$ cat src/rtl/elevator_pkg.sv
// elevator_pkg: shared floor sizing, direction and controller state encodings for the elevator slice.
package elevator_pkg;
    localparam int NUM_FLOORS_DEF = 5;
    localparam int FLOOR_W = 3;
    typedef enum logic [1:0] {DIR_NONE, DIR_UP, DIR_DOWN} dir_e;
    typedef enum logic [1:0] {ST_IDLE, ST_MOVE, ST_DOOR, ST_HOLD} ctrl_state_e;
endpackage

$ cat src/rtl/elevator_call_latch.sv
// elevator_call_latch: per-floor call latches, clear beats set when both hit one bit.
module elevator_call_latch #(
    parameter int NUM_FLOORS = 5
) (
    input  logic                  clk,
    input  logic                  reset,
    input  logic [NUM_FLOORS-1:0] set,
    input  logic [NUM_FLOORS-1:0] clr,
    output logic [NUM_FLOORS-1:0] q
);
    always_ff @(posedge clk)
        q <= reset ? '0 : (q | set) & ~clr;
endmodule

$ cat src/rtl/elevator_car_plant.sv
// elevator_car_plant: car position, door timer and call latches seen by the controller.
// Optional sticky fault detection is built when ELEV_CAR_FAULT_DETECT_EN is defined.
module elevator_car_plant
    import elevator_pkg::*;
#(
    parameter int NUM_FLOORS      = NUM_FLOORS_DEF,
    parameter int TICKS_PER_FLOOR = 8,
    parameter int DOOR_TICKS      = 4
) (
    input  logic                  clk,
    input  logic                  reset,
    input  logic                  motor_up,
    input  logic                  motor_down,
    input  logic                  door_open,
    input  logic [NUM_FLOORS-1:0] call_btn,
    output logic [FLOOR_W-1:0]    current_floor,
    output logic                  at_floor,
    output logic                  moving,
    output logic                  door_closed,
    output logic [NUM_FLOORS-1:0] req,
    output logic                  fault
);
    localparam int SUB_W = $clog2(TICKS_PER_FLOOR);
    localparam int TMR_W = $clog2(DOOR_TICKS + 1);
    localparam logic [SUB_W-1:0] SUB_MAX = SUB_W'(TICKS_PER_FLOOR - 1);
    localparam logic [FLOOR_W-1:0] TOP = FLOOR_W'(NUM_FLOORS - 1);

    logic [FLOOR_W-1:0]    floor_r, floor_n;
    logic [SUB_W-1:0]      sub, sub_n;
    logic [TMR_W-1:0]      tmr;
    logic [NUM_FLOORS-1:0] clr;
    dir_e                  dir;
    logic                  door_ok, over, legal, accept;

    always_comb begin
        dir     = (motor_up && !motor_down) ? DIR_UP : (motor_down && !motor_up) ? DIR_DOWN : DIR_NONE;
        door_ok = door_closed && !door_open;
        over    = (motor_up && floor_r == TOP && sub == '0) || (motor_down && floor_r == '0 && sub == '0);
        legal   = dir != DIR_NONE && door_ok && !over && !fault;
        floor_n = !legal ? floor_r
                : dir == DIR_UP ? (sub == SUB_MAX ? floor_r + FLOOR_W'(1) : floor_r)
                : (sub == '0 ? floor_r - FLOOR_W'(1) : floor_r);
        sub_n   = !legal ? sub
                : dir == DIR_UP ? (sub == SUB_MAX ? '0 : sub + SUB_W'(1))
                : (sub == '0 ? SUB_MAX : sub - SUB_W'(1));
        accept  = door_open && at_floor && !motor_up && !motor_down;
        clr     = accept ? NUM_FLOORS'(1) << current_floor : '0;
    end

    always_ff @(posedge clk) begin
        if (reset) begin
            floor_r       <= '0;
            sub           <= '0;
            current_floor <= '0;
            at_floor      <= 1'b1;
            moving        <= 1'b0;
            door_closed   <= 1'b1;
            tmr           <= '0;
        end else begin
            floor_r  <= floor_n;
            sub      <= sub_n;
            at_floor <= sub_n == '0;
            moving   <= legal;
            // current_floor only follows the car once it is level again
            if (sub_n == '0)
                current_floor <= floor_n;
            if (accept) begin
                tmr         <= TMR_W'(DOOR_TICKS);
                door_closed <= 1'b0;
            end else if (tmr != '0) begin
                tmr <= tmr - TMR_W'(1);
                if (tmr == TMR_W'(1))
                    door_closed <= 1'b1;
            end
        end
    end

`ifdef ELEV_CAR_FAULT_DETECT_EN
    logic fault_cond;
    assign fault_cond = (motor_up && motor_down) || over || ((motor_up || motor_down) && !door_ok);
    always_ff @(posedge clk)
        fault <= reset ? 1'b0 : fault | fault_cond;
`else
    assign fault = 1'b0;
`endif

    elevator_call_latch #(.NUM_FLOORS(NUM_FLOORS)) u_latch (
        .clk  (clk),
        .reset(reset),
        .set  (call_btn),
        .clr  (clr),
        .q    (req)
    );
endmodule

$ cat config.mk
export PLATFORM = sky130hd
export DESIGN_NAME = elevator_car_plant
export DESIGN_NICKNAME = d
export VERILOG_FILES = /design/src/rtl/elevator_pkg.sv /design/src/rtl/elevator_call_latch.sv /design/src/rtl/elevator_car_plant.sv
export SDC_FILE = /design/constraint.sdc
export NUM_CORES = 1
export LEC_CHECK = 0
export CAP_MARGIN = 15
export CORE_MARGIN = 2
export CORE_UTILIZATION = 45
export CTS_BUF_LIST = sky130_fd_sc_hd__clkbuf_8 sky130_fd_sc_hd__clkbuf_16
export CTS_CLUSTER_DIAMETER = 120
export DETAILED_ROUTE_END_ITERATION = 16
export DONT_BUFFER_PORTS = 1
export GPL_ROUTABILITY_DRIVEN = 0
export SETUP_SLACK_MARGIN = 0.4
export SYNTH_ARGS = -nofsm -noshare
export SYNTH_HDL_FRONTEND = slang
export SYNTH_HIERARCHICAL = 1
export SYNTH_SLANG_ARGS = --single-unit
$ cat constraint.sdc
create_clock -name clk -period 2.3 [get_ports clk]
set_input_delay 0.575 -clock clk [delete_from_list [all_inputs] [get_ports clk]]
set_output_delay 0.575 -clock clk [all_outputs]
set_load 0.005 [all_outputs]
==> results.py, run 1 <==
metrics = {
    "outcome": {
        "outcome": "complete, no violations",
    },
    "placed_design": {
        "io_buffers": 0,
        "dp_slack_ps": 70.9,
        "hpwl_um": 1560,
    },
    "worst_setup_path": {
        "worst-setup-path-type": "reg2reg",
        "crit_path_end_kind": "register",
        "r2r_start": "sub[1]",
        "reg2reg_to": "current_floor[0]",
        "cp-start-kind": "register",
        "reg2regPathDepth": 7,
        "path_max_fanout": 3,
        "cp_data_arrival_time_ps": 2150,
        "required_ps": 2460,
        "reg2reg_setup_slack_ps": 310,
    },
    "min_path": {
        "min_from": "reset",
        "worstHoldPathType": "in2reg",
        "holdPathEnd": "sub[1]",
        "worstHoldPathCells": 1,
    },
    "die": {
        "coreArea_mm2": 0.00225,
        "dieHeight_um": 53.3,
        "die_area_mm2": 0.00284,
        "rows": 17,
        "start_util_pct": 48.4,
        "ios": 22,
        "die_w_um": 53.3,
    },
    "drt": {
        "routed_wl_um": 2120,
        "antenna_left": 0,
        "vias": 865,
        "first_pass_iters": 4,
        "first_iter_violations": 13,
        "vias_per_cell": 5.41,
        "wire_per_inst_um": 13.3,
        "drc_errors": 0,
    },
    "synth": {
        "synth_compound_area_share_pct": 15.6,
        "yosysMostFrequentCell": "dfxtp_1",
        "synthAdderAreaFrac_pct": 12.6,
        "synthFlopType": "dfxtp_1",
        "syn-num-nets": 146,
        "synth_top_family_by_area": "simple AND/OR/NAND/NOR gates",
        "syn_area_mm2": 0.00109,
        "synth_edf_count": 0,
        "avgSynthCellArea_um2": 8.74,
        "synth-xor-area-share_pct": 1.60,
        "synth.area.top_cells": "dfxtp_1 (37%), ha_1 (13%), nor2_1 (5.5%)",
        "yosys.area.top_type": "dfxtp_1",
        "synth_common_cells": "dfxtp_1 (20), nor2_1 (16), a21oi_1 (11), ha_1 (11), inv_1 (11)",
        "synth_mux_area_share_pct": 2.98,
        "synthDistinctLibCells": 39,
        "ys_seq_area_share_pct": 36.7,
        "yosys.area_share.simple_pct": 23.9,
        "syn-instance-count": 125,
        "netlist.area_leader.share_pct": 36.7,
        "ys_warn_count": 6,
        "async_reset_ff_share_pct": 0,
        "synth_seq_cells": 20,
    },
    "global_route": {
        "grt_overflow": 0,
        "grt_use_total_pct": 18.4,
        "use_met2_pct": 28.0,
        "grt_first_pass_wirelength_um": 3710,
        "met1_usage_pct": 24.4,
        "grt_antenna_before_repair": 0,
        "top_usage_layer": "met2",
        "grt_pass1_vias": 839,
        "grt_use_met3_pct": 4.80,
        "grt_max_degree": 19,
    },
    "timing": {
        "rsz0062_at_grt": "yes",
        "holdWs_ps": 365,
        "finalCritPeriodShare_pct": 86.6,
        "maxSlewViolCount": 0,
        "clock.fmax_mhz": 502,
        "fin_crit_ps": 1990,
        "clock_skew_ps": 5.80,
        "setup_tns_ps": 0,
        "layout_setup_ws_ps": 309,
        "hold_viol": 0,
        "setup_viol": 0,
    },
    "cts": {
        "cts_tree": "yes",
        "clockRootBuffer": "clkbuf_8",
        "cts_buffers": 3,
        "clockBufferDepth": 2,
        "clock-sinks": 20,
        "clock_latency_ps": 260,
        "htreeDepth": 1,
        "cts_hold_buf": 0,
        "clk_pin_slew_ps": 80,
    },
    "final_layout": {
        "n_antenna_cell": 0,
        "nets": 154,
        "area_growth_pct": 19.9,
        "drive_gt1_share_pct": 25.8,
    },
    "run": {
        "cap_violations": 0,
    },
    "pwr": {
        "p_leak_nw": 0.537,
        "p_per_area_mw_per_mm2": 877,
        "fin_total_pwr_mw": 1.15,
        "ir_worst_vdd_mv": 0.591,
    },
}
-- cell families (layout without fill, tap and decap cells) --
| logic type | count (synthesis) | in the layout |
|---|---|---|
| multiplexers | 3 | 3 |
| other | 1 | 1 |
| adder cells (fa/ha/maj) | 11 | 11 |
| flip-flops | 20 | 20 |
| AO/OA/AOI/OAI | 25 | 25 |
| XOR/XNOR | 2 | 2 |
| AND/OR/NAND/NOR | 48 | 48 |
| buffers and inverters | 15 | 22 |
-- state kept, by name (all words and copies together) (netlist names) --
name           flops
at_floor           1
floor_r            3
moving             1
u_latch/q          5
door_closed        1
current_floor      3
sub                3
tmr                3
-- per-stage QoR --
stage               cells  instance area [um2]  util [%]
global route          160                 1310      58.1
CTS                   160                 1290      57.4
detailed placement    154                 1180      52.2
finish                160                 1310      58.1
global placement      154                 1180      52.2
floorplan             125                 1130         -
-- worst max-delay path, cell delays in order (launching register included) --
cell and delay (ps):
dfxtp_2 350, inv_2 50, ha_4 260, inv_2 30, or4_4 490, a211o_2 320
nand2_2 90, mux2_4 290
-- metal layers --
| metal | part of all wire (%) | vias up |
|---|---|---|
| met1 | 48 | 393 |
| met2 | 45 | 18 |
| met3 | 5.2 | 5 |
| met5 | 0 | - |
| met4 | 1.8 | 0 |
| li1 | - | 449 |
-- power by group --
part | total [mW] | leakage, nW | internal [mW] | switching, mW
Clock | 0.353 | 0.0357 | 0.232 | 0.120
Combinational | 0.336 | 0.336 | 0.167 | 0.169
Sequential | 0.460 | 0.166 | 0.404 | 0.0556
Total | 1.15 | 0.537 | 0.804 | 0.345
-- worst max path at each step --
stage / slack [ps] / from / end / depth (start not counted)
after floorplan: 130 / motor_down / current_floor[0] / 7
after global placement: 90 / motor_down / current_floor[0] / 7
after detailed placement: 70 / motor_down / current_floor[0] / 7
after CTS: 300 / sub[1] / current_floor[0] / 7
after global routing: 240 / sub[1] / current_floor[0] / 7
final: 310 / sub[1] / current_floor[0] / 7
-- placed cells by master (no fill, tap or decap), types with 2 or more instances in the layout --
master    count
inv_2         2
dfxtp_1      18
a21oi_1       9
dfxtp_2       2
nor3_1        9
nor2_1       16
buf_4         6
ha_1          9
nor3b_1       2
nand2b_1      3
nand2_2       2
clkbuf_8      3
and3_1        2
ha_4          2
a21oi_2       2
inv_1         7
or3_1         2
o21ai_0       3
nand2_1       5
-- final cells by class --
cell class              count  area, um2
multi-input cells          90        688
repair buffers              7       56.3
clock buffers               3       41.3
inverters                  11       56.3
fillers                   224        945
flip-flops and latches     20        403
well taps                  28       35.0
clock inverters             1       30.0
-- what timing repair did --
action	in CTS	in global routing
buffers inserted	2	0
pin swaps	0	1
gates resized for setup	10	4
endpoints found under the setup margin	4	4
Power figures use the tool's default switching activity.
==> inputs of run 2 (changes only) <==
Settings changed: SLEW_MARGIN set to 0.
==> results of run 2 <==
The final DEF is identical to that of run 1; final timing and power are the same.
